[src/rtl/sad_feeder.sv]
// sad_feeder: reads N_GROUPS groups of 4+4 pixels from two synchronous RAMs,
// presents them to the SAD block one group per 3 cycles, then runs the
// done/out_done and ack handshake and captures the SAD result.
module sad_feeder #(
    parameter int unsigned WIDTH    = 8,
    parameter int unsigned N_GROUPS = 8,
    parameter int unsigned ADDR_W   = 3
) (
    input  logic                clk,
    input  logic                rst,
    input  logic                start,
    output logic [ADDR_W-1:0]   mem_addr,
    input  logic [4*WIDTH-1:0]  ori_rdata,
    input  logic [4*WIDTH-1:0]  can_rdata,
    output logic [WIDTH-1:0]    ori_0,
    output logic [WIDTH-1:0]    ori_1,
    output logic [WIDTH-1:0]    ori_2,
    output logic [WIDTH-1:0]    ori_3,
    output logic [WIDTH-1:0]    can_0,
    output logic [WIDTH-1:0]    can_1,
    output logic [WIDTH-1:0]    can_2,
    output logic [WIDTH-1:0]    can_3,
    output logic                init,
    output logic                loaded,
    output logic                done,
    output logic                ack,
    input  logic                sad_done,
    input  logic [WIDTH+4:0]    sad_in,
    output logic [WIDTH+4:0]    result,
    output logic                result_valid,
    output logic                busy
);

    typedef enum logic [2:0] {
        StIdle,
        StInit,
        StRead,
        StFetch,
        StLoad,
        StDone,
        StAck
    } state_e;

    localparam logic [ADDR_W-1:0] LastK = ADDR_W'(N_GROUPS - 1);

    state_e                 state_q, state_d;
    logic [ADDR_W-1:0]      k_q, k_d;
    logic [4*WIDTH-1:0]     ori_q, can_q;
    logic [WIDTH+4:0]       result_q;
    logic                   result_valid_q;
    logic                   capture_pix;
    logic                   capture_res;

    // Next-state and handshake outputs; everything defaults to idle values.
    always_comb begin
        state_d     = state_q;
        k_d         = k_q;
        mem_addr    = '0;
        init        = 1'b0;
        loaded      = 1'b0;
        done        = 1'b0;
        ack         = 1'b0;
        capture_pix = 1'b0;
        capture_res = 1'b0;
        unique case (state_q)
            StIdle: begin
                if (start) state_d = StInit;
            end
            StInit: begin
                init    = 1'b1;
                state_d = StRead;
            end
            StRead: begin
                mem_addr = k_q;
                state_d  = StFetch;
            end
            StFetch: begin
                // RAM data for the address issued in READ is valid now.
                capture_pix = 1'b1;
                state_d     = StLoad;
            end
            StLoad: begin
                loaded = 1'b1;
                if (k_q == LastK) begin
                    k_d     = '0;
                    state_d = StDone;
                end else begin
                    k_d     = k_q + 1'b1;
                    state_d = StRead;
                end
            end
            StDone: begin
                done = 1'b1;
                if (sad_done) begin
                    // ack follows sad_done from the capture cycle onwards.
                    ack         = 1'b1;
                    capture_res = 1'b1;
                    state_d     = StAck;
                end
            end
            StAck: begin
                if (sad_done) ack = 1'b1;
                else          state_d = StIdle;
            end
            default: state_d = StIdle;
        endcase
    end

    // State, group counter, pixel and result registers.
    always_ff @(posedge clk or negedge rst) begin
        if (!rst) begin
            state_q        <= StIdle;
            k_q            <= '0;
            ori_q          <= '0;
            can_q          <= '0;
            result_q       <= '0;
            result_valid_q <= 1'b0;
        end else begin
            state_q        <= state_d;
            k_q            <= k_d;
            result_valid_q <= capture_res;
            if (capture_pix) begin
                ori_q <= ori_rdata;
                can_q <= can_rdata;
            end
            if (capture_res) result_q <= sad_in;
        end
    end

    assign ori_0        = ori_q[0*WIDTH +: WIDTH];
    assign ori_1        = ori_q[1*WIDTH +: WIDTH];
    assign ori_2        = ori_q[2*WIDTH +: WIDTH];
    assign ori_3        = ori_q[3*WIDTH +: WIDTH];
    assign can_0        = can_q[0*WIDTH +: WIDTH];
    assign can_1        = can_q[1*WIDTH +: WIDTH];
    assign can_2        = can_q[2*WIDTH +: WIDTH];
    assign can_3        = can_q[3*WIDTH +: WIDTH];
    assign result       = result_q;
    assign result_valid = result_valid_q;
    assign busy         = (state_q != StIdle);

endmodule

[config.mk]
export PLATFORM = sky130hd
export DESIGN_NAME = sad_feeder
export DESIGN_NICKNAME = d
export VERILOG_FILES = /design/src/rtl/sad_feeder.sv
export SDC_FILE = /design/constraint.sdc
export NUM_CORES = 1
export LEC_CHECK = 0
export ABC_AREA = 1
export BUFFER_PORTS_ARGS = -buffer_cell sky130_fd_sc_hd__buf_2
export CAP_MARGIN = 5
export CORE_ASPECT_RATIO = 0.75
export CORE_MARGIN = 4
export CORE_UTILIZATION = 43
export CTS_BUF_LIST = sky130_fd_sc_hd__clkbuf_4
export DETAILED_ROUTE_END_ITERATION = 12
export PLACE_DENSITY = 0.78
export SETUP_SLACK_MARGIN = 0.3
export SLEW_MARGIN = 15
export SYNTH_ARGS = -nofsm -noshare
export SYNTH_HDL_FRONTEND = slang
export SYNTH_SLANG_ARGS = --single-unit
[constraint.sdc]
create_clock -name clk -period 1.1 [get_ports clk]
set_input_delay 0 -clock clk [delete_from_list [all_inputs] [get_ports clk]]
set_output_delay 0 -clock clk [all_outputs]
set_load 0.02 [all_outputs]
# --- Word level (Yosys, flattened, before mapping) ---
# Index checks and enable logic that the tools add are counted.
# W data, S select, Z words.
word_totals:
  ff_bits: 84
  output_inout_bits: 86
classes:
  add_sub_neg: 1
  n_eq_ne: 10
  muxes: 14
  reduce_logical: 4
ops:
  columns: ["op", "n"]
  rows:
  - ["$pmux W3 S7", 1]
  - ["$mux W3", 6]
  - ["$eq A3 B3 Y1 const B", 4]
  - ["$mux W1", 7]
  - ["$eq A3 B2 Y1 const B", 2]
  - ["$ne A2 B2 Y1 const B", 3]
  - ["$add A3 B1 Y3 const B", 1]
  - ["$eq A3 B1 Y1 const B", 1]
  - ["$logic_not A3 Y1", 1]
  - ["$reduce_and A3 Y1", 1]
  - ["$reduce_bool A3 Y1", 1]
  - ["$reduce_or A2 Y1", 1]

# --- Depth between registers and ports, before layout ---
logic_depth:
  depth_word: 3
  mapped_depth: 8
  depth_no_buf: 7

# --- Worst setup path before layout ---
# OpenSTA, ideal clock, no wires.
synth_path:
  path_type: "register -> register"
  startpoint: "register state_q[1]"
  endpoint: "register result_q[10] (netlist: result[10])"
  arrival_time_ns: 1.100
  t_required_ns: 0.984
  setup_slack_ns: -0.116
  path_stages_with_launch: 8
  path_buffers: 1
  synth_period_minus_slack_ns: 1.216
  cell_sequence: "dfrtp_1 -> inv_1 -> nand3_2 -> inv_2 -> nand2_4 -> buf_4 -> nand2_1 -> nand2_1"
synth_via:
  elab_chain_len: 2
synth_rtl:
  columns: ["element", "line", "text"]
  rows:
  - ["start: declaration", "46", "state_e state_q, state_d;"]
  - ["start signal: assignment", "112", "state_q <= StIdle;"]
  - ["start signal: assignment", "119", "state_q <= state_d;"]
  - ["$eq A3 B3 Y1", "65", "unique case (state_q)"]
  - ["$mux W1", "65", null]
  - ["end signal: assignment", "126", "if (capture_res) result_q <= sad_in;"]
  - ["end: declaration", "49", "logic [WIDTH+4:0] result_q;"]
# Every way passes these cells.
# A chain may end at the register's enable or synchronous reset.

# --- Final worst setup path ---
layout_path:
  startpoint: "register state_q[0]"
  endpoint: "output port ack"
layout_via:
  elab_chain_len: 3
  word_cells_on_any_way: 4
  cone_classes: "2 x eq/ne; 1 x mux; 1 x reduce/logical"
layout_rtl:
  columns: ["element", "line", "text"]
  rows:
  - ["$eq A3 B3 Y1", "65", null]
  - ["$reduce_or A2 Y1 (no line) *", null, null]
  - ["$mux W1 *", null, null]
  - ["end: declaration", "26", "output logic ack,"]
# Mark *: on every way between the ends. The rest lies on a longest branch, timed or not.

==> impl_metrics.csv <==
group,metric,value,unit
sta,finClkSkew,0.0103,ns
setup_path,worst_ep_arrival_time,1.49,ns
floorplan,floorplan.die_area,0.00950,sq mm
logic_synthesis,yosysWarningCount,0,
global_routing,number_of_antenna_violations_at_the_first_check_in_global_routing,0,
logic_synthesis,postSynthRegisterBits,84,
sta,tns,-25.78,ns
hold_path,holdCritStartpoint,"sad_done",
floorplan,floorplan.initialDensity,45.4,%
setup_path,cp-end-kind,"primary output",
floorplan,floorplan.die.height,85.4,um
clock_network,cts_max_path_buffers,2,
logic_synthesis,number_of_enable_flip_flop_cells_after_synthesis,0,
detailed_routing,detailroute.via_count,3953,
setup_path,r2r_slack,-0.38,ns
detailed_routing,drt_iter0_drc,203,
clock_network,clk_transition_reported_paths,0.13,ns
sta,tightest_slew,0.328,ns
detailed_routing,drt_drc_violations_left,0,
floorplan,row_count,27,
final_layout,n_antenna_cell,0,
hold_path,worst_hold_path.num_cells,4,
sta,achievable-frequency,670,MHz
place,postPlaceCellArea,0.00448,sq mm
final_layout,final.fill_count,332,
sta,period_share,136,%
place,io_buffers,166,
power_and_ir_drop,vdd_drop_max,1620,uV
final_layout,stdcell_count,808,
setup_path,path_buf_inv,3,
setup_path,reg2reg_from,"state_q[0]",
detailed_routing,wire_per_inst,18.3,um
sta,final.min_clock_period,1.49,ns
logic_synthesis,postSynthCellCount,384,
global_routing,grt_pass1_wl,21000,um
global_routing,vias_in_the_first_global_route,4170,
setup_path,worst_path_dominant_cell_family,"flip-flops",
power_and_ir_drop,power_density,2910,mW/mm^2
global_routing,maximum_number_of_pins_on_one_net_before_global_route_repair,46,
place,routabilityCongestion,0.887,
clock_network,tritoncts,"done",
logic_synthesis,synthDominantCellAreaShare,61.2,%
floorplan,count_of_boundary_i_o_pins,167,
clock_network,cts_buffers,9,
hold_path,timing.hold.worst_endpoint,"result_valid",
logic_synthesis,yosys-top-cells-count,"112 x sky130_fd_sc_hd__nand2_1, 84 x sky130_fd_sc_hd__dfrtp_1, 76 x sky130_fd_sc_hd__inv_1",
global_routing,grt_use_total,27.8,%
final_layout,post_route_cells_drive_above_1_share,42.6,%
setup_path,element_type_at_the_critical_path_start,"register",
sta,finalMaxSlewViolations,0,
setup_path,worst_r2r_path_depth,4,
logic_synthesis,yosysMostFrequentCell,"sky130_fd_sc_hd__nand2_1",
detailed_routing,routed_wirelength,14800,um
global_routing,met3_track_demand_over_resource_in_global_routing,8.05,%
logic_synthesis,ys_async_sr_fraction,100,%
logic_synthesis,synth_ff_type,"sky130_fd_sc_hd__dfrtp_1",
flow_run,maxCapViolCount,0,
clock_network,htree_num_levels,3,
final_layout,areaGrowthSynthToFinish,97.8,%
logic_synthesis,synthesis.nets,467,
place,dp.cells,647,
outcome,outcome,"complete, but fails checks",
power_and_ir_drop,design_power_total,19.8,mW
outcome,violations,"setup timing",
global_routing,grt_busiest_layer,"met2",
setup_path,critical_path_required,1.10,ns
setup_path,regToRegEndpoint,"ori_q[1]",
logic_synthesis,synth.area.top_cells,"sky130_fd_sc_hd__dfrtp_1 61%, sky130_fd_sc_hd__nand2_1 12%, sky130_fd_sc_hd__inv_1 8.3%",
setup_path,critPathSlowestCell,"sky130_fd_sc_hd__dfrtp_2",
detailed_routing,antenna_left,0,
floorplan,dieWidth,111,um
detailed_routing,detail_route.vias_per_cell,4.89,
clock_network,clkLatencyLatePin,0.42,ns
place,hpwlAfterDp,6280,um
sta,setup_repair_after_global_routing_missed_its_margin,"true",
setup_path,slowest_delay,0.49,ns
final_layout,finalNetCount,786,
floorplan,core_region_area,0.00757,sq mm
setup_path,critPathKind,"register to primary output",
clock_network,cts.sink_count,84,
logic_synthesis,syn_area_per_cell,8.95,sq um
global_routing,global_route.usage.met1,30.1,%
setup_path,crit_path_max_fanout,6,
hold_path,min_delay_path_class,"input port to register",
logic_synthesis,synthesis.area,0.00344,sq mm
final_layout,post-route-cell-area,0.00680,sq mm
clock_network,cts_root_buffer,"sky130_fd_sc_hd__clkbuf_4",
sta,max_slew_headroom,78.0,%
logic_synthesis,yosysSeqAreaShare,61.2,%
sta,finalHoldViolCount,0,
setup_path,path_cells,"buf_4 -> nand3_4 -> inv_4 -> nand2_8 -> nand2_2 -> buf_6",
global_routing,global_route.usage.met2,51.6,%
logic_synthesis,synth_cell_types,19,
sta,report.final.setup_viol,92,
power_and_ir_drop,p_leak,3.73,nW
detailed_routing,detail_route.first_pass.iterations,4,
logic_synthesis,synth_top_area_cell,"sky130_fd_sc_hd__dfrtp_1",
global_routing,grt.overflow.total,0,
sta,timing.final.ws_setup,-0.392,ns
## worst min-delay path: stages
cell	delay, ns
sky130_fd_sc_hd__buf_2	0.15
sky130_fd_sc_hd__nand2_8	0.09
sky130_fd_sc_hd__buf_12	0.12
sky130_fd_sc_hd__inv_8	0.05
## layout by cell type (no fill, tap or decap), drive strengths merged
cell type and instances:
buf 242, nand2 115, dfrtp 84, dlygate4sd3 79, inv 78, o21ai 69, clkbuf 12, nor2 11
nand3 7, bufbuf 3, bufinv 2, clkinvlp 2, ha 2, nand3b 1
## timing repair
| action | 4_1_cts | 5_1_grt |
|---|---|---|
| cloned | 6 | 1 |
| hold endpoints to repair | 164 | 0 |
| gates resized for setup | 171 | 50 |
| hold buffers | 79 | 0 |
| setup buffers | 27 | 33 |
| setup endpoints to repair | 170 | 170 |
| pin swaps | 6 | 3 |
## cell families (layout without fill, tap and decap cells)
logic type               after synthesis  count (layout)  share of synthesized area, %
AO/OA/AOI/OAI                         69              69                          10.1
AND/OR/NAND/NOR                      134             134                          15.9
adder cells (fa/ha/maj)                2               2                         0.728
buffers and inverters                 95             418                          12.2
flip-flops                            84              84                          61.2
## worst max-delay path by stage
stage          depth (start not counted)  slack [ns]  startpoint           to
2_1_floorplan                          7       -0.03  state_q[1]   result[10]
3_3_place_gp                           7       -0.13  state_q[2]   state_q[0]
3_5_place_dp                           7       -0.13  state_q[2]   state_q[1]
4_1_cts                                6       -0.37  state_q[2]  mem_addr[0]
5_1_grt                                6       -0.48  state_q[2]  mem_addr[1]
6_report                               6       -0.39  state_q[0]          ack
## where the power goes
group          internal [mW]  total [mW]  switching [mW]
Combinational           6.15        11.9            5.72
Clock                  0.962        1.99            1.02
Sequential              4.61        5.92            1.31
Total                   11.7        19.8            8.05
## routing by layer
| layer | wire [um] | vias to the layer above |
|---|---|---|
| li1 | - | 1795 |
| met4 | 687 | 0 |
| met3 | 948 | 59 |
| met2 | 7850 | 191 |
| met1 | 5280 | 1908 |
| met5 | 0 | - |
## sequential cells by signal (all words and copies together) (netlist names)
name,count
k_q,3
result_valid,1
can_q,32
state_q,3
ori_q,32
result,13
## cell type report
cell class                      count  area [sq um]  area share, %
Clock buffer                       11          82.6           1.22
Clock inverter                      4          75.1           1.10
Inverter                           78           303           4.46
Multi-Input combinational cell    205          1070           15.8
Sequential cell                    84          2100           31.0
Tap cell                          101           126           1.86
Timing Repair Buffer              325          3030           44.6
## through the flow
stage | setup WS, ns | hold slack [ns] | utilization, %
2_1_floorplan | -0.0323 | -0.296 | -
3_3_place_gp | -0.131 | -0.00721 | 59.2
3_5_place_dp | -0.127 | -0.000635 | 59.2
4_1_cts | -0.373 | 0.000909 | 84.1
5_1_grt | -0.476 | 0.0190 | 89.8
6_report | -0.392 | 0.0409 | 89.8
Note: power is estimated with default switching activity, not from simulation.
